$ cat config.mk
export PLATFORM = sky130hd
export DESIGN_NAME = pcr_startup_init
export DESIGN_NICKNAME = d
export VERILOG_FILES = /design/src/rtl/pcr_startup_init.sv
export SDC_FILE = /design/constraint.sdc
export NUM_CORES = 1
export LEC_CHECK = 0
export CAP_MARGIN = 20
export CORE_AREA = 2 2 108 110
export CTS_BUF_LIST = sky130_fd_sc_hd__clkbuf_4
export CTS_CLUSTER_DIAMETER = 100
export DETAILED_ROUTE_END_ITERATION = 12
export DIE_AREA = 0 0 110 112
export DONT_BUFFER_PORTS = 1
export PLACE_DENSITY_LB_ADDON = 0.05
export SLEW_MARGIN = 40
export SYNTH_ARGS = -nofsm -noshare
export SYNTH_HDL_FRONTEND = slang
export SYNTH_SLANG_ARGS = --single-unit
export TNS_END_PERCENT = 30
$ cat constraint.sdc
create_clock -name clock -period 11.5 [get_ports clock]
set_clock_uncertainty 0.05 [all_clocks]
set_input_delay 2.3 -clock clock [delete_from_list [all_inputs] [get_ports clock]]
set_output_delay 2.3 -clock clock [all_outputs]
set_load 0.02 [all_outputs]
$ cat src/rtl/pcr_startup_init.sv
// -----------------------------------------------------------------------------
// pcr_startup_init
//
// Purpose:
//   Writes the startup values into the PCR bank when the management op enters
//   STARTUP_STATE. The value written depends on startup_type. When every
//   targeted PCR has been written, it raises pcr_startup_done, which the
//   startup completion checker ANDs with the done flags of the other
//   submodules. This block drives the PCR write port only while in
//   STARTUP_STATE.
//
//   startup_type handling:
//     1 TPM_RESET    every PCR is written
//     2 TPM_RESTART  every PCR is written
//     3 TPM_RESUME   only PCRs whose PRESERVE_MASK bit is 0 are written
//     other values   illegal; the block raises pcr_startup_err
//   A PCR whose ONES_MASK bit is set is written with all-ones. Every other
//   PCR is written with all-zeros.
//
// Ports:
//   clock             in   1         system clock
//   reset             in   1         synchronous reset, active-high
//   op_state          in   3         management op state (STARTUP_STATE = 3'b010)
//   startup_type      in   3         startup type, latched on entry
//   pcr_wr_en         out  1         write request to the PCR bank
//   pcr_wr_addr       out  ADDR_W    PCR index being written
//   pcr_wr_data       out  DIGEST_W  value being written
//   pcr_wr_ready      in   1         PCR bank accepts the write this cycle
//   pcr_startup_busy  out  1         clear sequence in progress
//   pcr_startup_done  out  1         PCR startup complete (level)
//   pcr_startup_err   out  1         illegal startup_type or stall timeout (level)
//
// Configuration macro:
//   PCR_STARTUP_TIMEOUT_EN  When defined, the block aborts to the error state
//                           after TIMEOUT_CYCLES consecutive cycles in which a
//                           write is requested but not accepted. When not
//                           defined, the block waits on pcr_wr_ready
//                           indefinitely.
// -----------------------------------------------------------------------------
module pcr_startup_init #(
    parameter int unsigned          PCR_COUNT      = 24,
    parameter int unsigned          ADDR_W         = 5,
    parameter int unsigned          DIGEST_W       = 256,
    parameter logic [PCR_COUNT-1:0] ONES_MASK      = 24'h7E0000,
    parameter logic [PCR_COUNT-1:0] PRESERVE_MASK  = 24'h00FFFF,
    parameter int unsigned          TIMEOUT_CYCLES = 1024
) (
    input  logic                clock,
    input  logic                reset,
    input  logic [2:0]          op_state,
    input  logic [2:0]          startup_type,
    output logic                pcr_wr_en,
    output logic [ADDR_W-1:0]   pcr_wr_addr,
    output logic [DIGEST_W-1:0] pcr_wr_data,
    input  logic                pcr_wr_ready,
    output logic                pcr_startup_busy,
    output logic                pcr_startup_done,
    output logic                pcr_startup_err
);

    localparam logic [2:0]        STARTUP_STATE = 3'b010;
    localparam logic [2:0]        TYPE_RESET    = 3'd1;
    localparam logic [2:0]        TYPE_RESTART  = 3'd2;
    localparam logic [2:0]        TYPE_RESUME   = 3'd3;
    localparam logic [ADDR_W-1:0] LAST_IDX      = ADDR_W'(PCR_COUNT - 1);

    // Reject parameter sets that cannot work at elaboration time.
    if ((2 ** ADDR_W) < PCR_COUNT || TIMEOUT_CYCLES == 0) begin : g_bad_params
        $error("pcr_startup_init: ADDR_W too narrow for PCR_COUNT or TIMEOUT_CYCLES is zero");
    end

    typedef enum logic [1:0] {
        IDLE,
        CLEAR,
        DONE,
        ERR
    } state_t;

    state_t                state_q, state_n;
    logic [ADDR_W-1:0]     idx_q, idx_n;
    logic [2:0]            type_q, type_n;
    logic                  wr_en_q, wr_en_n;
    logic [ADDR_W-1:0]     addr_q, addr_n;
    logic [DIGEST_W-1:0]   data_q, data_n;
    logic                  busy_q, busy_n;
    logic                  done_q, done_n;
    logic                  err_q, err_n;

    logic in_startup;
    logic type_legal;
    logic advance;
    logic last_idx;
    logic timeout_hit;

    // Returns 1 if the PCR at index i is written for the given startup type.
    function automatic logic is_target(input logic [2:0] kind, input logic [ADDR_W-1:0] i);
        return (kind == TYPE_RESUME) ? !PRESERVE_MASK[i] : 1'b1;
    endfunction

    // Returns the startup value for the PCR at index i.
    function automatic logic [DIGEST_W-1:0] init_value(input logic [ADDR_W-1:0] i);
        return {DIGEST_W{ONES_MASK[i]}};
    endfunction

    assign in_startup = (op_state == STARTUP_STATE);
    assign type_legal = (startup_type == TYPE_RESET) || (startup_type == TYPE_RESTART) ||
                        (startup_type == TYPE_RESUME);
    // In CLEAR, wr_en_q always equals is_target(idx). So the index advances
    // after one cycle for a PCR that is skipped, and only after the bank
    // accepts the write for a PCR that is targeted.
    assign advance    = !wr_en_q || pcr_wr_ready;
    assign last_idx   = (idx_q == LAST_IDX);

`ifdef PCR_STARTUP_TIMEOUT_EN
    localparam int unsigned STALL_W = $clog2(TIMEOUT_CYCLES + 1);

    logic [STALL_W-1:0] stall_q, stall_n;
    logic               stalled;

    assign stalled     = (state_q == CLEAR) && wr_en_q && !pcr_wr_ready;
    // Fires on the edge that samples the TIMEOUT_CYCLES-th consecutive stall.
    assign timeout_hit = stalled && (stall_q == STALL_W'(TIMEOUT_CYCLES - 1));

    always_comb begin
        stall_n = '0;
        if (stalled && !timeout_hit) begin
            stall_n = stall_q + STALL_W'(1);
        end
    end

    always_ff @(posedge clock) begin
        if (reset) begin
            stall_q <= '0;
        end else begin
            stall_q <= stall_n;
        end
    end
`else
    assign timeout_hit = 1'b0;
`endif

    // State register. The registered outputs are also updated here.
    always_ff @(posedge clock) begin
        if (reset) begin
            state_q <= IDLE;
            idx_q   <= '0;
            type_q  <= '0;
            wr_en_q <= 1'b0;
            addr_q  <= '0;
            data_q  <= '0;
            busy_q  <= 1'b0;
            done_q  <= 1'b0;
            err_q   <= 1'b0;
        end else begin
            state_q <= state_n;
            idx_q   <= idx_n;
            type_q  <= type_n;
            wr_en_q <= wr_en_n;
            addr_q  <= addr_n;
            data_q  <= data_n;
            busy_q  <= busy_n;
            done_q  <= done_n;
            err_q   <= err_n;
        end
    end

    // Next-state logic.
    always_comb begin
        state_n = state_q;
        case (state_q)
            IDLE: begin
                if (in_startup) begin
                    state_n = type_legal ? CLEAR : ERR;
                end
            end
            CLEAR: begin
                if (!in_startup) begin
                    state_n = IDLE;
                end else if (timeout_hit) begin
                    state_n = ERR;
                end else if (advance && last_idx) begin
                    state_n = DONE;
                end
            end
            DONE, ERR: begin
                if (!in_startup) begin
                    state_n = IDLE;
                end
            end
            default: state_n = IDLE;
        endcase
    end

    // Next values of the registered outputs and the datapath.
    always_comb begin
        idx_n   = idx_q;
        type_n  = type_q;
        wr_en_n = wr_en_q;
        addr_n  = addr_q;
        data_n  = data_q;
        busy_n  = busy_q;
        done_n  = done_q;
        err_n   = err_q;
        case (state_q)
            IDLE: begin
                if (in_startup) begin
                    type_n = startup_type;
                    if (type_legal) begin
                        idx_n   = '0;
                        busy_n  = 1'b1;
                        wr_en_n = is_target(startup_type, '0);
                        addr_n  = '0;
                        data_n  = init_value('0);
                    end else begin
                        err_n = 1'b1;
                    end
                end
            end
            CLEAR: begin
                if (!in_startup) begin
                    // An unacknowledged write is dropped on abort.
                    wr_en_n = 1'b0;
                    busy_n  = 1'b0;
                    done_n  = 1'b0;
                    err_n   = 1'b0;
                end else if (timeout_hit) begin
                    wr_en_n = 1'b0;
                    busy_n  = 1'b0;
                    err_n   = 1'b1;
                end else if (advance) begin
                    if (last_idx) begin
                        wr_en_n = 1'b0;
                        busy_n  = 1'b0;
                        done_n  = 1'b1;
                    end else begin
                        idx_n   = idx_q + ADDR_W'(1);
                        wr_en_n = is_target(type_q, idx_q + ADDR_W'(1));
                        addr_n  = idx_q + ADDR_W'(1);
                        data_n  = init_value(idx_q + ADDR_W'(1));
                    end
                end
            end
            DONE, ERR: begin
                if (!in_startup) begin
                    wr_en_n = 1'b0;
                    busy_n  = 1'b0;
                    done_n  = 1'b0;
                    err_n   = 1'b0;
                end
            end
            default: ;
        endcase
    end

    assign pcr_wr_en        = wr_en_q;
    assign pcr_wr_addr      = addr_q;
    assign pcr_wr_data      = data_q;
    assign pcr_startup_busy = busy_q;
    assign pcr_startup_done = done_q;
    assign pcr_startup_err  = err_q;

endmodule

======== Word level (Yosys, flattened, before mapping) ========
Memory sizes are Yosys's and may differ from the RTL's.
Cells that the tools add are included.
word-level totals
  flip-flop bits (word level) ............. 270
  output and inout port bits .............. 265
  ROM bits ................................ 64
  memories kept ........................... 2
  bits of input ports ..................... 9
operators by class
  $lt $le $gt $ge ......................... 1
  eq/ne operators ......................... 20
  reduce and logical (&&, ||, !) cells .... 18
  add/sub/neg operators ................... 1
  mux-type cells .......................... 42
memories
  name             depth  bits a word  rd ports  clocked after Yosys merged registers in  write ports  RTL line  text
  (no name shown)  32     1            1         0                                        0            102       return {DIGEST_W{ONES_MASK[i]}};
  (no name shown)  32     1            1         0                                        0            97        return (kind == TYPE_RESUME) ? !PRESERVE_MASK[i] : 1'b1;
operators by type and width
  kind                   count
  $mux W256              5
  $pmux W256 S2          1
  $mux W5                5
  $mux W1                20
  $ne A2 B2 Y1 const B   8
  $eq A3 B2 Y1 const B   4
  $mux W2                5
  $pmux W5 S2            1
  $ne A3 B3 Y1 const B   3
  $reduce_and A4 Y1      2
  $lt A5 B6 Y1 const B   1
  $pmux W1 S3            2
  $pmux W2 S3            1
  $reduce_and A3 Y1      2
  $reduce_and A6 Y1      1
  $add A5 B1 Y5 const B  1
  $eq A5 B5 Y1 const B   1
  $reduce_and A5 Y1      1
  $eq A2 B2 Y1 const B   2
  $pmux W1 S2            2
  $reduce_bool A2 Y1     2
  $eq A3 B1 Y1 const B   1
  $logic_or A1 B1 Y1     3
  $reduce_or A3 Y1       1
  other kinds (6)        7

======== Depth between registers and ports, before layout ========
  depth in word-level cells ............... 9
  gate-level depth with buffers ........... 6

======== Least setup slack after synthesis ========
No wires, ideal clock.
  path type ............................... reg2out
  start ................................... register pcr_wr_data[254] (netlist name)
  end ..................................... output pcr_wr_data[100]
  data arrival time ....................... 5.179 ns
  stages on the path, launching flop included .. 2
  setup slack ............................. 3.971 ns
  path buffers ............................ 1
  cells stage by stage .................... dfxtp_1 -> buf_4
RTL lines
  item              RTL line  text
  end: declaration  54        output logic [DIGEST_W-1:0] pcr_wr_data,

==> flow_summary.toml <==
[outcome]
status = "finished, final reports clean"

[floorplanning]
core_sq_mm = 0.01117
num_rows = 39
die_y_um = 112
initial_core_util = 0.2421
chipWidth_um = 110
io_pins = 274
die_area_sq_mm = 0.01232

[synth]
syn_area_sq_mm = 0.002705
synth-warning-count = 0
synth_flop_cell = "dfxtp_1"
synth.net_count = 365
syn_avg_cell_area_sq_um = 7.620
ys_seq_area_frac = 0.1110
synthDistinctLibCells = 32
synth_edf_count = 0
synthArstFlopShare = 0
ys_seq_elements = 15
synth_cells = 355

[power_and_ir_drop]
vdd_ir_drop_max_mv = 0.02941
power_uw = 102.2
powerDensity_mw_per_mm2 = 93.79
p_leak_nw = 0.3252

[global_route]
antenna_found_initial = 0
grt_pass1_wl_um = 5050
grt_pass1_vias = 837
grt_max_degree = 126
overflow = 0
groute.usage.overall = 0.05366

[worst_setup_path]
crit_family = "buffers and inverters"
crit_required_ps = 9150
path_class = "reg -> out"
crit_chain = "buf_12, buf_16"
critPathSlowestCell = "buf_12"
cp_slowest_stage_delay_ps = 1910
critPathCaptureType = "output pin"
cp.arrival_ps = 3750
cp-start-kind = "register"
path_max_fanout = 125
cp_num_buf_inv = 2
rrSetupSlack_ps = 9600

[flow_run]
maxCapViolCount = 0

[sta]
finalHoldViolations = 0
max_slew.worst_pin.slew_ps = 672.6
finalSetupViolCount = 0
slew_violations = 0
rsz0062_at_grt = "no"
fin_crit_ps = 6096
fin_setup_tns_ps = 0
period_share = 0.5301
fmax_ghz = 0.1640
maxSlewHeadroom = 0.5496

[routing]
wl_per_cell_um = 13.46
finalWirelength_um = 3325
detailroute.via_count = 779
drc_errors = 0
ant_nets = 0
vias_per_cell = 3.154
firstDrtPassIters = 4
first_iter_violations = 13

[clock_tree]
ctsRootBufferMaster = "clkbuf_4"
cts.repair.resized = 0
cts_inserted_buffers = 3
cts_tree = "built"
cts_max_level = 1
clk_transition_reported_paths_ps = 110
clk_path_buf_depth = 2
clkSinkCount = 15
postCtsHoldBufs = 0
cts_setup_buffers = 0
clk_latency_ps = 290

[cells_and_area]
drive_gt1_frac = 0.1250
diodes = 0
layout.cells.non_filler = 247
filler_cell_count = 1272
nets = 115
syn2layout_area_growth_pct = -59.71

[min_path]
hp-class = "reg -> reg"

[placed_design]
gp_congestion = 0.7279
dp_hpwl_um = 2520
place.port_buffers = 0
placed_cells = 243
-- worst register-to-register path, cell delays in order (launching register included) --
cell,delay [ps]
dfxtp_1,420
ha_1,290
and4b_1,270
a21o_4,270
or4_1,410
a21oi_1,130
-- stage by stage --
step	hold WS [ps]	instance area (sq um)	worst slack, ps	util
6_report	415.0	1090	5404	0.09753
3_5_place_dp	400.8	1057	5738	0.09461
2_1_floorplan	386.3	2705	3971	-
3_3_place_gp	402.5	1052	5738	0.09417
4_1_cts	419.7	1087	5390	0.09730
5_1_grt	454.3	1090	5213	0.09753
-- layout by cell type, fill, tap and decap left out --
cell type	instances
o21a_1	1
o211a_1	1
and2_1	1
nand2_1	11
clkbuf_4	4
buf_12	2
a21oi_1	13
dfxtp_4	1
nor2_1	4
a311o_1	1
or3b_1	1
buf_16	2
and4b_1	1
nor2_2	1
nand2b_1	3
inv_1	2
nand3b_1	1
a21o_1	1
nor2b_1	3
nor3b_2	1
dfxtp_1	14
a31oi_1	2
ha_1	1
nand3_1	7
nor3_1	5
o211ai_1	2
a21o_4	1
a311oi_1	1
o31ai_1	4
nand4_1	3
o21ba_2	1
or4_1	1
xnor2_1	1
o21ai_0	6
-- report_power, final --
part	internal, mW	total, mW	leakage, nW	switching (mW)
Combinational	0.00378	0.0103	0.184	0.00649
Clock	0.0158	0.0357	0.0184	0.0199
Sequential	0.0533	0.0562	0.122	0.00296
Total	0.0729	0.102	0.325	0.0294
-- area by class of cell --
cell class	instances	area, sq um	area share
multi-input combinational	79	474.2	0.4351
sequential	15	304.0	0.2790
tap	143	178.9	0.1642
timing repair buffer	4	95.09	0.08726
clock buffer	4	30.03	0.02755
inverter	2	7.507	0.006889
-- routing by layer --
metal | share of wire | wire (um) | global-route usage
met1 | 0.40 | 1322 | 0.07001
met2 | 0.47 | 1566 | 0.08466
met3 | 0.12 | 411 | 0.01815
met4 | 0.0072 | 24 | 0.01266
met5 | 0 | 0 | 0
-- path summary, 6_finish.rpt --
| kind | startpoint | to | cells after the start |
|---|---|---|---|
| worst max register to register | pcr_wr_addr[0]$_SDFFE_PP0P_ | pcr_wr_addr[0]$_SDFFE_PP0P_ | 5 |
| worst min-delay path | type_q[1]$_SDFFE_PP0P_ | type_q[1]$_SDFFE_PP0P_ | 2 |
| worst max-delay path | pcr_wr_data[254]$_SDFFE_PP0P_ | pcr_wr_data[214] | 2 |
| worst min register to register | type_q[1]$_SDFFE_PP0P_ | type_q[1]$_SDFFE_PP0P_ | 2 |
-- sequential cells by signal, indices dropped and copies added, names as in the netlist --
name              count
type_q                3
pcr_startup_busy      1
pcr_startup_done      1
pcr_wr_en             1
pcr_startup_err       1
pcr_wr_data           1
state_q               2
pcr_wr_addr           5
-- kinds of logic (layout without fill, tap and decap cells) --
kind of cell / Yosys count / in the layout / share of synthesized area
DFF: 15 / 15 / 0.1110
buffers and inverters: 261 / 10 / 0.7165
xor gates and xnor gates: 1 / 1 / 0.003238
adders and majority gates: 1 / 1 / 0.004625
AOI/OAI and AO/OA: 34 / 34 / 0.08187
and+or+nand+nor: 43 / 43 / 0.08280
-- cell usage after synthesis (all sizes together) (2+ instances only) --
cell / n / area share
a21o: 2 / 0.0083
a21oi: 13 / 0.024
a31oi: 2 / 0.0046
buf: 256 / 0.71
clkbuf: 3 / 0.0042
dfxtp: 15 / 0.11
inv: 2 / 0.0028
nand2: 11 / 0.015
nand2b: 3 / 0.0069
nand3: 7 / 0.013
nand4: 3 / 0.0069
nor2: 5 / 0.0069
nor2b: 3 / 0.0069
nor3: 5 / 0.0092
o211ai: 2 / 0.0055
o21ai: 6 / 0.011
o31ai: 4 / 0.011
Note: power is estimated with default switching activity, not from simulation.
